[config.mk]
export PLATFORM = sky130hd
export DESIGN_NAME = ssd_scan_driver_flat
export DESIGN_NICKNAME = d
export VERILOG_FILES = /design/src/rtl/ssd_scan_driver_pkg.sv /design/src/rtl/ssd_scan_driver_if.sv /design/src/rtl/ssd_scan_driver_bin2bcd.sv /design/src/rtl/ssd_scan_driver.sv /design/src/flat_wrapper.sv
export SDC_FILE = /design/constraint.sdc
export NUM_CORES = 1
export LEC_CHECK = 0
export CORE_MARGIN = 1.5
export CORE_UTILIZATION = 35
export CTS_CLUSTER_DIAMETER = 60
export DETAILED_ROUTE_END_ITERATION = 7
export GPL_TIMING_DRIVEN = 0
export PLACE_DENSITY = 0.58
export SLEW_MARGIN = 20
export SYNTH_ARGS = -nofsm -noshare
export SYNTH_HDL_FRONTEND = slang
export SYNTH_SLANG_ARGS = --single-unit
[constraint.sdc]
create_clock -name clk -period 2.5 [get_ports clk]
set_clock_uncertainty 0.2 [all_clocks]
set_input_delay 0.5 -clock clk [delete_from_list [all_inputs] [get_ports clk]]
set_output_delay 0.5 -clock clk [all_outputs]
set_load 0.005 [all_outputs]
[src/rtl/ssd_scan_driver_pkg.sv]
// Shared types and constants for the seven-segment scan driver and its
// sequential binary-to-BCD converter.
package ssd_scan_driver_pkg;

  localparam int NUM_W      = 13;
  localparam int NUM_DIGITS = 4;
  localparam int BCD_W      = 4 * NUM_DIGITS;
  localparam int CNT_W      = $clog2(NUM_W + 1);

  typedef enum logic [1:0] {
    IDLE  = 2'd0,
    SHIFT = 2'd1,
    DONE  = 2'd2
  } conv_state_e;

  // Active-low segment codes, bit order {g,f,e,d,c,b,a}.
  localparam logic [6:0] SEG_0     = 7'h40;
  localparam logic [6:0] SEG_1     = 7'h79;
  localparam logic [6:0] SEG_2     = 7'h24;
  localparam logic [6:0] SEG_3     = 7'h30;
  localparam logic [6:0] SEG_4     = 7'h19;
  localparam logic [6:0] SEG_5     = 7'h12;
  localparam logic [6:0] SEG_6     = 7'h02;
  localparam logic [6:0] SEG_7     = 7'h78;
  localparam logic [6:0] SEG_8     = 7'h00;
  localparam logic [6:0] SEG_9     = 7'h10;
  localparam logic [6:0] SEG_BLANK = 7'h7F;

  function automatic logic [6:0] seg_decode(input logic [3:0] nib);
    case (nib)
      4'd0:    return SEG_0;
      4'd1:    return SEG_1;
      4'd2:    return SEG_2;
      4'd3:    return SEG_3;
      4'd4:    return SEG_4;
      4'd5:    return SEG_5;
      4'd6:    return SEG_6;
      4'd7:    return SEG_7;
      4'd8:    return SEG_8;
      4'd9:    return SEG_9;
      default: return SEG_BLANK;
    endcase
  endfunction

  // Double-dabble correction: every nibble >= 5 gets +3 before the shift.
  function automatic logic [BCD_W-1:0] bcd_add3(input logic [BCD_W-1:0] v);
    logic [BCD_W-1:0] r;
    r = v;
    for (int k = 0; k < NUM_DIGITS; k++) begin
      if (v[4*k +: 4] >= 4'd5) r[4*k +: 4] = v[4*k +: 4] + 4'd3;
    end
    return r;
  endfunction

endpackage

[src/rtl/ssd_scan_driver_if.sv]
// Bus between the CPU debug path and the display driver: the value to show
// plus the physical display lines and converter status.
interface ssd_scan_driver_if;
  logic [ssd_scan_driver_pkg::NUM_W-1:0] num_i;
  logic [3:0]                            an_o;
  logic [6:0]                            seg_o;
  logic                                  dp_o;
  logic [ssd_scan_driver_pkg::BCD_W-1:0] bcd_o;
  logic                                  busy_o;

  modport master (output num_i, input an_o, seg_o, dp_o, bcd_o, busy_o);
  modport slave  (input num_i, output an_o, seg_o, dp_o, bcd_o, busy_o);
endinterface

[src/rtl/ssd_scan_driver_bin2bcd.sv]
// Sequential double-dabble converter: one bit per cycle, re-triggered whenever
// the input differs from the last value converted.
module bin2bcd_seq
  import ssd_scan_driver_pkg::*;
(
  input  logic             clk,
  input  logic             rst,
  input  logic [NUM_W-1:0] bin_i,
  output logic [BCD_W-1:0] bcd_o,
  output logic             busy_o
);

  conv_state_e      state_q, state_d;
  logic [NUM_W-1:0] last_num_q, cap_q, shift_q;
  logic [BCD_W-1:0] work_q, work_adj, bcd_q;
  logic [CNT_W-1:0] bit_cnt_q;

  // NOTE: sequential state is written only with non-blocking assignments so
  // every flop samples pre-edge values regardless of process ordering.
  always_ff @(posedge clk or negedge rst) begin
    if (!rst) state_q <= IDLE;
    else      state_q <= state_d;
  end

  // NOTE: next state defaults to the current state so no path leaves it
  // unassigned and no latch is inferred.
  always_comb begin
    state_d = state_q;
    case (state_q)
      IDLE:    if (bin_i != last_num_q) state_d = SHIFT;
      SHIFT:   if (bit_cnt_q == CNT_W'(1)) state_d = DONE;
      DONE:    state_d = IDLE;
      default: state_d = IDLE;
    endcase
  end

  always_comb begin
    busy_o = (state_q != IDLE);
  end

  assign work_adj = bcd_add3(work_q);

  always_ff @(posedge clk or negedge rst) begin
    if (!rst) begin
      last_num_q <= '0;
      cap_q      <= '0;
      shift_q    <= '0;
      work_q     <= '0;
      bcd_q      <= '0;
      bit_cnt_q  <= '0;
    end else begin
      case (state_q)
        IDLE: if (state_d == SHIFT) begin
          cap_q     <= bin_i;
          shift_q   <= bin_i;
          work_q    <= '0;
          bit_cnt_q <= CNT_W'(NUM_W);
        end
        SHIFT: begin
          work_q    <= {work_adj[BCD_W-2:0], shift_q[NUM_W-1]};
          shift_q   <= {shift_q[NUM_W-2:0], 1'b0};
          bit_cnt_q <= bit_cnt_q - CNT_W'(1);
        end
        DONE: begin
          // Only a finished result reaches the display; inputs seen during
          // the conversion are picked up by the next IDLE comparison.
          bcd_q      <= work_q;
          last_num_q <= cap_q;
        end
        default: ;
      endcase
    end
  end

  assign bcd_o = bcd_q;

endmodule

[src/rtl/ssd_scan_driver.sv]
// Four-digit multiplexed common-anode display driver: converts the debug value
// to BCD, scans the digits with a refresh counter and blanks leading zeros.
module ssd_scan_driver
  import ssd_scan_driver_pkg::*;
#(
  parameter int REFRESH_BITS  = 18,
  parameter bit BLANK_LEADING = 1'b1
) (
  input  logic               clk,
  input  logic               rst,
  ssd_scan_driver_if.slave   bus
);

  logic [BCD_W-1:0]        bcd;
  logic                    busy;
  logic [REFRESH_BITS-1:0] cnt_q;
  logic [1:0]              idx;
  logic [3:0]              digit;
  logic [NUM_DIGITS-1:0]   blank;
  logic                    lead;
  logic [3:0]              an_q;
  logic [6:0]              seg_q;

  bin2bcd_seq u_conv (
    .clk    (clk),
    .rst    (rst),
    .bin_i  (bus.num_i),
    .bcd_o  (bcd),
    .busy_o (busy)
  );

  assign idx   = cnt_q[REFRESH_BITS-1 -: 2];
  assign digit = bcd[{idx, 2'b00} +: 4];

  // A digit is blank when it and every more significant digit are zero;
  // digit 0 always shows so a zero value reads "0".
  always_comb begin
    blank = '0;
    lead  = 1'b1;
    for (int k = NUM_DIGITS - 1; k > 0; k--) begin
      lead     = lead && (bcd[4*k +: 4] == 4'd0);
      blank[k] = lead;
    end
  end

  always_ff @(posedge clk or negedge rst) begin
    if (!rst) begin
      cnt_q <= '0;
      an_q  <= 4'hF;
      seg_q <= SEG_BLANK;
    end else begin
      cnt_q <= cnt_q + REFRESH_BITS'(1);
      an_q  <= ~(4'b0001 << idx);
      seg_q <= (BLANK_LEADING && blank[idx]) ? SEG_BLANK : seg_decode(digit);
    end
  end

  assign bus.an_o   = an_q;
  assign bus.seg_o  = seg_q;
  assign bus.dp_o   = 1'b1;
  assign bus.bcd_o  = bcd;
  assign bus.busy_o = busy;

endmodule

[src/flat_wrapper.sv]
// flat-port wrapper written by rule: the top's interface ports become plain ports
module ssd_scan_driver_flat import ssd_scan_driver_pkg::*;
#(
  parameter int REFRESH_BITS  = 18,
  parameter bit BLANK_LEADING = 1'b1
)
  (clk, rst, bus_num_i, bus_an_o, bus_seg_o, bus_dp_o, bus_bcd_o, bus_busy_o);
  ssd_scan_driver_if bus_i ();
  input  logic clk;
  input  logic rst;
  input wire logic [$bits(bus_i.num_i)-1:0] bus_num_i;
  output wire logic [$bits(bus_i.an_o)-1:0] bus_an_o;
  output wire logic [$bits(bus_i.seg_o)-1:0] bus_seg_o;
  output wire logic [$bits(bus_i.dp_o)-1:0] bus_dp_o;
  output wire logic [$bits(bus_i.bcd_o)-1:0] bus_bcd_o;
  output wire logic [$bits(bus_i.busy_o)-1:0] bus_busy_o;
  assign bus_i.num_i = bus_num_i;
  assign bus_an_o = bus_i.an_o;
  assign bus_seg_o = bus_i.seg_o;
  assign bus_dp_o = bus_i.dp_o;
  assign bus_bcd_o = bus_i.bcd_o;
  assign bus_busy_o = bus_i.busy_o;
  ssd_scan_driver #(.REFRESH_BITS(REFRESH_BITS), .BLANK_LEADING(BLANK_LEADING)) u_core (.clk(clk), .rst(rst), .bus(bus_i));
endmodule
==> metrics.md <==
| Metric | Value |
|---|---|
| Core area | 0.0139 mm2 |
| Cells after DPL | 639 |
| Part of the Yosys area used for sequential elements | 53.5% |
| Number of top-level pins | 44 |
| Result of the run | complete, no violations |
| Post-Synthesis Mean Instance Area | 12.0 um2 |
| Post-route worst hold slack | 0.264 ns |
| Via count | 3298 |
| Number of buffers added by the clock tree synthesis step | 9 |
| DIE WIDTH | 122 um |
| Initial cell density of the core | 35.9% |
| Setup WS pre-CTS | -0.674 ns |
| Sum Neg Setup Slack | 0 ns |
| Worst-Margin Slew | 0.707 ns |
| Final hold violations | 0 |
| Final clock period utilization by the worst path | 98.1% |
| HP Class | flip-flop to flip-flop |
| Final core occ | 43.4% |
| Antenna violations before repair | 0 |
| Leakage power of the design | 2.86 nW |
| Setup crit start kind | primary input |
| End point of the most critical hold path | u_core.cnt_q[9] |
| Max-Cap Viols | 0 |
| Vias per cell | 5.01 |
| Layout cell share with drive strength beyond 1 | 18.4% |
| Clock transition at the registers of the reported paths | 0.07 ns |
| Area Growth Syn to Fin | 20.9% |
| Diodes inserted | 0 |
| Final Non-Filler Cells | 658 |
| Proportion of power drawn by the clock network | 25.5% |
| H-tree depth | 3 |
| Post-route minimum period | 2.45 ns |
| Post-Synthesis Net Count | 447 |
| Seq pwr share | 44.0% |
| Total standard cell area after synthesis | 0.00498 mm2 |
| Crit-path slowest cell | clkdlybuf4s50_1 |
| Antenna Violating Nets Remaining | 0 |
| Post-DR wirelength/cell | 15.1 um |
| GRT Residual Overflow | 0 |
| Count of unresolved DRC violations after routing | 0 |
| Power Dens Cells | 985 mW/mm2 |
| Cell count after synthesis | 416 |
| Worst EP required | 2.54 ns |
| Y dimension of the die | 122 um |
| Reg2reg start | u_core.u_conv.last_num_q[12] |
| Worst setup path category | primary input to flip-flop |
| CTS sink cnt | 106 |
| Final weighted congestion in routability-driven placement | 0.752 |
| Count of distinct cell types in the synthesized netlist | 41 |
| Cell Int Power | 4.11 mW |
| Achievable Freq | 408 MHz |
| Final nets | 504 |
| Combinational share of power | 30.6% |
| Max stage delay on crit path | 0.47 ns |
| Master cell of the clock root buffer | clkbuf_16 |
| CTS Buffer Depth | 2 |
| Hold_sp | u_core.cnt_q[9] |
| Share of total power consumed by net switching | 30.7% |
| Max_slew headroom | 52.9% |
| Number of cell rows | 43 |
| Reported net switching power | 1.82 mW |
| Endpoint of the lowest-slack register-to-register path | u_core.u_conv.shift_q[11] |
| Post-Route WL | 9960 um |
| Wire length of the first global-routing pass | 16900 um |
| Least setup slack across all paths after layout | 0.0472 ns |
| Hold Path Depth | 1 |
| Via count of the first global-routing pass | 3229 |
| Flop-to-flop setup slack | 0.28 ns |
| Clock network latency to the later pin of the worst-skew pair | 0.35 ns |
| Maximum VDD drop | 451 uV |
| Number of port buffers | 42 |
| Number of iterations in the first detailed-routing pass | 4 |
| Arrival time of data at the critical path endpoint | 2.49 ns |
| Pin count of the biggest net entering global routing | 83 |
| Post-layout instance area | 0.00602 mm2 |
| Initial drt markers | 185 |
| CP max FO | 10 |
| Die area | 0.0150 mm2 |
| Total of warnings raised by yosys | 0 |
| Post-DP HPWL | 6800 um |
| Final-report setup violation count | 0 |
| CP Cell Sequence | clkdlybuf4s50_1, xor2_1, nor4_2, nand4_1, buf_4, and2_4, buf_6, a211o_1 |
| Final number of max-transition violations | 0 |
| CP Capture Type | flip-flop |
| Synth Register Bits | 106 |
| Total power | 5.93 mW |
| Dpl cell area | 0.00566 mm2 |
| Number of cells on the worst reg-to-reg path | 7 |
| TritonCTS clock tree | built |
| Overall routing resource usage | 14.8% |
## power groups by stage
stage                     logic [mW]  clock network, mW  registers [mW]
after floorplan                 1.33                  0            2.52
final                           1.81               1.51            2.61
after CTS                       1.83               1.57            2.60
after global routing            2.06               1.64            2.67
after detailed placement        1.80                  0            2.63
after global placement          1.74                  0            2.60
## cells by family after synthesis
kind of cell             Yosys count  share of synthesized area [%]
AO/OA/AOI/OAI                     75                           11.0
adder cells (fa/ha/maj)           16                           4.02
XOR/XNOR                          36                           6.33
other                              1                         0.0752
flip-flops                       106                           53.5
multiplexers                      50                           11.9
AND/OR/NAND/NOR                   97                           10.1
buffers and inverters             35                           3.09
## flip-flops by register name (all words and copies together) (netlist names)
name	count
u_core.cnt_q	18
u_core.u_conv.work_q	16
u_core.u_conv.bit_cnt_q	4
u_core.u_conv.last_num_q	13
u_core.u_conv.cap_q	13
u_core.u_conv.bcd_o	16
u_core.u_conv.state_q	2
u_core.u_conv.shift_q	13
u_core.bus.an_o	4
u_core.bus.seg_o	7
## layout make-up
type	count	area [um2]
Fill cell	1285	7860
Sequential cell	106	2670
Multi-Input combinational cell	275	2180
Timing Repair Buffer	46	477
Clock buffer	13	250
Tap cell	180	225
Buffer	18	100
Clock inverter	3	65.1
Inverter	17	63.8
## cells in the final DEF (no fill, tap or decap), types with 4 or more instances in the layout
cell type,instances
buf_2,4
ha_1,16
dfstp_2,11
a211o_1,12
nand2_1,29
nor2_1,17
xnor2_1,14
dfrtp_1,95
a21oi_1,7
o21ai_0,19
mux2i_1,4
nor3_1,5
nor3b_1,13
clkbuf_16,9
nand3_1,5
a22o_1,25
clkdlybuf4s50_1,40
mux2_2,43
clkbuf_1,8
a21o_1,5
xor2_1,22
nand2b_1,8
buf_4,5
inv_1,17
## worst max-delay path: cells and delay by family
kind	cells	cell delay, ns
buf+inv	3	0.79
simple gates	3	0.72
xor+xnor	1	0.18
compound gates	1	0.29
## cell usage after synthesis, drive strengths merged
cell	instances	area (um2)
conb	1	3.75
nor4	4	25.0
dfrtp	95	2380
nand2b	8	50.1
o41ai	1	8.76
mux2i	4	40.0
xor2	22	193
ha	16	200
buf	12	67.6
nor2	17	63.8
nor3	5	25.0
xnor2	14	123
o21bai	1	7.51
mux2	43	484
nand2	29	109
clkbuf	6	22.5
a221o	1	10.0
nor2b	3	18.8
or2	1	6.26
a31oi	1	6.26
inv	17	63.8
nand3b	3	22.5
and3	3	18.8
nand3	5	25.0
o2bb2ai	1	8.76
a22oi	2	15.0
a211o	12	105
and4	1	8.76
o21ai	19	95.1
a21o	5	37.5
dfstp	11	289
a21oi	7	35.0
a22o	25	219
nand4	3	18.8
nor3b	13	97.6
mux4	3	67.6
and2	2	15.0
## timing repair
item | CTS | global route
hold endpoints to repair | 24 | 0
hold buffers | 1 | 0
gates resized for setup | 2 | 8
setup endpoints to repair | 44 | 39
setup buffers | 2 | 0
pin swaps | 1 | 1
## how the worst max path moves through the flow
| stage | from | endpoint | slack, ns | cells past startpoint |
|---|---|---|---|---|
| global placement | rst | u_core.u_conv.work_q[2] | -3.24 | 1 |
| detailed placement | bus_num_i[5] | u_core.u_conv.cap_q[0] | -0.67 | 7 |
| floorplan | bus_num_i[5] | u_core.u_conv.cap_q[0] | 0.35 | 6 |
| global route | bus_num_i[8] | u_core.u_conv.cap_q[4] | -0.006 | 7 |
| CTS | bus_num_i[11] | u_core.u_conv.bit_cnt_q[2] | 0.06 | 8 |
| finish | bus_num_i[8] | u_core.u_conv.shift_q[11] | 0.05 | 8 |
## routing by layer
metal / global-route usage, % / share of wire [%] / up-vias
met4: 4.14 / 1.4 / 0
met1: 20.4 / 48 / 1654
met5: 0 / 0 / -
li1: - / - / 1573
met3: 4.46 / 4.0 / 11
met2: 22.6 / 47 / 60
(Power assumes the default switching activity.)
